[config.mk]
export PLATFORM = sky130hd
export DESIGN_NAME = wavegen_dds
export DESIGN_NICKNAME = d
export VERILOG_FILES = /design/src/rtl/wavegen_pkg.sv /design/src/rtl/wave_shaper.sv /design/src/rtl/wavegen_dds.sv
export SDC_FILE = /design/constraint.sdc
export NUM_CORES = 1
export LEC_CHECK = 0
export BUFFER_PORTS_ARGS = -buffer_cell sky130_fd_sc_hd__buf_2
export CAP_MARGIN = 20
export CORE_MARGIN = 1.5
export CORE_UTILIZATION = 45
export CTS_CLUSTER_SIZE = 30
export DETAILED_ROUTE_END_ITERATION = 16
export GPL_TIMING_DRIVEN = 0
export PLACE_DENSITY = 0.65
export SLEW_MARGIN = 25
export SYNTH_ARGS = -nofsm -noshare
export SYNTH_HDL_FRONTEND = slang
export SYNTH_HIERARCHICAL = 1
export SYNTH_SLANG_ARGS = --single-unit
[constraint.sdc]
create_clock -name clk -period 3 [get_ports clk]
set_input_delay 0.6 -clock clk [delete_from_list [all_inputs] [get_ports clk]]
set_output_delay 0.6 -clock clk [all_outputs]
set_load 0.05 [all_outputs]
[src/rtl/wavegen_pkg.sv]
// Shared constants for the DDS waveform generator: waveform modes and
// the configuration handshake state encoding.
package wavegen_pkg;

   typedef logic [1:0] mode_t;

   localparam mode_t MODE_SQUARE   = 2'd0;
   localparam mode_t MODE_SAW      = 2'd1;
   localparam mode_t MODE_TRI      = 2'd2;
   localparam mode_t MODE_SQUARE2X = 2'd3;

   typedef enum logic {
      CFG_READY   = 1'b0,
      CFG_PENDING = 1'b1
   } cfg_state_t;

endpackage

[src/rtl/wave_shaper.sv]
// Combinational phase-to-sample mapping for the four waveform modes.
module wave_shaper
   import wavegen_pkg::*;
#(
   parameter int DATA_W = 8
) (
   input  logic [DATA_W-1:0] i_phase,
   input  mode_t             i_mode,
   input  logic [DATA_W-1:0] i_duty,
   output logic [DATA_W-1:0] o_sample
);

   logic [DATA_W-1:0] w_dbl;

   assign w_dbl = {i_phase[DATA_W-2:0], 1'b0};

   always_comb begin
      o_sample = '0;
      case (i_mode)
         MODE_SQUARE: o_sample = (i_phase < i_duty) ? '0 : '1;
         MODE_SAW:    o_sample = i_phase;
         // Falling half mirrors the rising half, so the peak sits at MAX.
         MODE_TRI:    o_sample = i_phase[DATA_W-1] ? ~w_dbl : w_dbl;
         default:     o_sample = i_phase[DATA_W-2] ? '1 : '0;
      endcase
   end

endmodule

[src/rtl/wavegen_dds.sv]
// Phase-accumulator waveform generator; new configs are shadowed and only
// take effect at a period boundary (carry-out) or while the generator is halted.
module wavegen_dds
   import wavegen_pkg::*;
#(
   parameter int DATA_W  = 8,
   parameter int ACC_W   = 16,
   parameter int RST_INC = 256
) (
   input  logic              clk,
   input  logic              rst,
   input  logic              en,
   input  logic              cfg_valid,
   output logic              cfg_ready,
   input  logic [1:0]        cfg_mode,
   input  logic [ACC_W-1:0]  cfg_inc,
   input  logic [DATA_W-1:0] cfg_duty,
   output logic [DATA_W-1:0] op,
   output logic              wrap
);

   cfg_state_t        r_state;
   cfg_state_t        w_state_nxt;
   logic [ACC_W-1:0]  r_acc;
   logic [ACC_W-1:0]  r_inc;
   logic [ACC_W-1:0]  r_sh_inc;
   mode_t             r_mode;
   mode_t             r_sh_mode;
   logic [DATA_W-1:0] r_duty;
   logic [DATA_W-1:0] r_sh_duty;
   logic [DATA_W-1:0] r_op;
   logic              r_wrap;
   logic [ACC_W-1:0]  w_sum;
   logic              w_carry;
   logic              w_capture;
   logic              w_apply;
   logic [DATA_W-1:0] w_sample;

   assign {w_carry, w_sum} = {1'b0, r_acc} + {1'b0, r_inc};

   wave_shaper #(.DATA_W(DATA_W)) u_shaper (
      .i_phase  (r_acc[ACC_W-1 -: DATA_W]),
      .i_mode   (r_mode),
      .i_duty   (r_duty),
      .o_sample (w_sample)
   );

   always_ff @(posedge clk) begin
      if (!rst) r_state <= CFG_READY;
      else      r_state <= w_state_nxt;
   end

   always_comb begin
      w_state_nxt = r_state;
      case (r_state)
         CFG_READY:   if (cfg_valid) w_state_nxt = CFG_PENDING;
         CFG_PENDING: if (!en || w_carry) w_state_nxt = CFG_READY;
         default:     w_state_nxt = CFG_READY;
      endcase
   end

   // A halted generator has no boundary to wait for, so apply immediately.
   always_comb begin
      cfg_ready = (r_state == CFG_READY);
      w_capture = (r_state == CFG_READY) && cfg_valid;
      w_apply   = (r_state == CFG_PENDING) && (!en || w_carry);
   end

   always_ff @(posedge clk) begin
      if (!rst) begin
         r_acc     <= '0;
         r_inc     <= ACC_W'(RST_INC);
         r_mode    <= MODE_SQUARE;
         r_duty    <= {1'b1, {(DATA_W-1){1'b0}}};
         r_sh_inc  <= '0;
         r_sh_mode <= MODE_SQUARE;
         r_sh_duty <= '0;
         r_op      <= '0;
         r_wrap    <= 1'b0;
      end else begin
         if (en) r_acc <= w_sum;
         r_wrap <= en && w_carry;
         r_op   <= w_sample;
         if (w_capture) begin
            r_sh_inc  <= cfg_inc;
            r_sh_mode <= cfg_mode;
            r_sh_duty <= cfg_duty;
         end
         if (w_apply) begin
            r_inc  <= r_sh_inc;
            r_mode <= r_sh_mode;
            r_duty <= r_sh_duty;
         end
      end
   end

   assign op   = r_op;
   assign wrap = r_wrap;

endmodule

==> out/results.tsv <==
metric	value	unit
Syn Area/Cell	8.43	um2
static leakage	1.84	nW
CP Launch Type	flop	
final setup TNS	0	ps
Die Y-Extent	96.9	um
initial antenna violation count	0	
IO Pins	40	
crit path from	r_acc[0]	
GR Util met2	33.1	%
antenna cells	0	
switch share	28.0	%
async set-reset flop share out of synthesis	0	%
critical path peak fanout	10	
nets@finish	574	
max frequency	0.367	GHz
pre-CTS WS	328	ps
clock network fraction of design power	38.0	%
first-pass GRT wire length	15200	um
Cells after Synth	471	
Final Power	2.16	mW
Overflow after GRT	0	
Post-Route WL	9000	um
Synth area leader	dfxtp_1	
post-CTS sizing	0	
EDFF count, synth	0	
Clock Tree Root	clkbuf_8	
starting density of the core	46.0	%
vias in the first global route	3172	
GRT Total Usage	19.9	%
Distinct cells, synth	54	
crit path setup slack, layout	275	ps
Clock Tree Buf Depth	2	
ratio of cells with drive above 1 in the final layout	12.6	%
Main synth FF type	dfxtp_1	
worst path required time	3240	ps
Hold Path Class	flop to flop	
number of buffers created by CTS	9	
sequential share of the synthesized area	39.3	%
largest net degree at the start of global routing	16	
max_slew headroom	56.6	%
min-delay src	r_sh_inc[8]	
#FFs+latches synth	78	
syn nets	525	
DRT Pass-1 Iters	4	
Fin. Hold Viols	0	
Max IR drop VDD	259	uV
global route hottest layer	met2	
TritonCTS Sinks	78	
antenna-violating nets left	0	
RSZ-0062 raised after global routing	false	
ranking of synthesized cells by area	dfxtp_1, nand2_1, mux2i_1, ha_1, a21oi_1	
Core Rows	34	
Syn Std Cell Area	3970	um2
setup bufs post-CTS	0	
switching power	0.605	mW
drt via density	5.20	
fin. max-slew vios	0	
CTS tree	yes	
Internal	1.56	mW
Yosys Warn Count	6	
WS Path Type	flop to flop	
min Tclk post-route	2730	ps
worst r2r src	r_acc[0]	
most frequent cell after synthesis	nand2_1	
IO Port Bufs	38	
maxcap violations	0	
clk slew on worst S/H paths	80	ps
share of the synthesized area in the top cell type	39.3	%
CP Data Arrival Time	2960	ps
DR iter-0 viols	146	
Cell Pwr Density	481	nW/um2
Routability Congestion	0.885	
hold buffer count at CTS	0	
clk_lat worst skew	350	ps
synthesis-to-layout area growth	13.4	%
CTS H-tree lvls	3	
combinational power share	11.2	%
CP endpoint kind	flop	
Commonest cells post-synth	nand2_1, dfxtp_1, a21oi_1	
DP Wirelength	6760	um
Period Utilization, post-route	90.8	%
Reg power frac	50.8	%
chip width	96.9	um
Vias	3289	
area of the core	8640	um2
clk_skew	8.06	ps
status	completed	
DRC	0	
Die ar.	9400	um2
GR Layer Usage met1	26.6	%
met3 Use GR	4.12	%
Slew @ Worst Pin	651	ps
Final setup viols	0	
wire length per cell	14.2	um
[power by group through the flow]
stage | Sequential, mW | Clock [mW] | Combinational (mW)
floorplan | 1.13 | 0 | 0.157
detailed placement | 1.12 | 0 | 0.242
finish | 1.10 | 0.823 | 0.242
CTS | 1.10 | 0.842 | 0.243
global route | 1.10 | 0.897 | 0.271
global placement | 1.12 | 0 | 0.236
[layer usage]
metal | up-vias | routed length (um)
met5 | - | 0
met1 | 1503 | 4330
met4 | 0 | 61
li1 | 1708 | -
met2 | 72 | 4180
met3 | 6 | 435
[sequential cells by signal (all words and copies together) (netlist names)]
signal and count:
wrap 1, r_state 1, r_sh_inc 16, r_sh_duty 8, r_sh_mode 2, op 8
r_acc 16, r_mode 2, r_duty 8, r_inc 16
[kinds of logic (layout without fill, tap and decap cells)]
family / count (synthesis) / after routing / synth area share [%]
muxes: 33 / 33 / 8.32
xor gates and xnor gates: 13 / 13 / 2.87
AOI/OAI and AO/OA: 88 / 88 / 15.5
buffers and inverters: 44 / 98 / 5.20
DFF: 78 / 78 / 39.3
adders and majority gates: 24 / 24 / 7.75
and+or+nand+nor: 191 / 191 / 21.0
[stage by stage]
| step | hold WS, ps | cells | util, % | area [um2] |
|---|---|---|---|---|
| 5_1_grt | 472 | 633 | 52.1 | 4500 |
| 3_3_place_gp | 442 | 617 | 49.8 | 4300 |
| 3_5_place_dp | 450 | 617 | 49.8 | 4300 |
| 2_1_floorplan | 430 | 471 | - | 3970 |
| 6_report | 460 | 633 | 52.1 | 4500 |
| 4_1_cts | 461 | 633 | 52.1 | 4500 |
[area by class of cell]
| cell class | count | area (um2) |
|---|---|---|
| Timing Repair Buffer | 38 | 190 |
| Multi-Input combinational cell | 349 | 2200 |
| Buffer | 24 | 131 |
| Inverter | 20 | 75.1 |
| Tap cell | 108 | 135 |
| Sequential cell | 78 | 1560 |
| Fill cell | 863 | 4130 |
| Clock inverter | 7 | 82.6 |
| Clock buffer | 9 | 124 |
[worst max-delay path, stage by stage (launching register included)]
cell      delay, ps
dfxtp_1         330
ha_1            230
fa_1            420
a21o_1          220
a221oi_4        330
o21bai_2        180
o311ai_4        260
a41oi_2         170
buf_6           190
buf_12          160
mux2i_1         120
[cells in the final DEF (no fill, tap or decap), types with 2 or more instances in the layout]
cell type / synthesis / layout
nand2b_1: 4 / 4
o31ai_1: 2 / 2
a221oi_1: 3 / 3
clkbuf_8: 0 / 9
nor3b_1: 2 / 2
nand3_1: 15 / 15
a21o_1: 7 / 7
and3_1: 3 / 3
a21boi_0: 3 / 3
a2111oi_0: 2 / 2
clkbuf_1: 19 / 19
buf_2: 1 / 39
nand4_1: 2 / 2
nor2b_1: 6 / 6
ha_1: 23 / 23
nor3_1: 4 / 4
inv_1: 19 / 19
xnor2_1: 12 / 12
o211ai_1: 2 / 2
o21ai_0: 11 / 11
buf_12: 2 / 2
or2_2: 2 / 2
nor2_1: 26 / 26
clkinvlp_4: 0 / 2
clkinv_4: 0 / 2
o2111ai_1: 2 / 2
a211oi_1: 6 / 6
and2_1: 10 / 10
or3_1: 3 / 3
a21oi_1: 34 / 34
mux2i_1: 33 / 33
dfxtp_1: 78 / 78
nand2_1: 111 / 111
[final timing paths]
check | depth (start not counted) | endpoint | slack (ps)
max | 10 | r_inc[7] | 270
min | 2 | r_sh_inc[8] | 460
max reg2reg | 10 | r_inc[7] | 270
min reg2reg | 2 | r_sh_inc[8] | 460
Note: power is estimated with default switching activity, not from simulation.
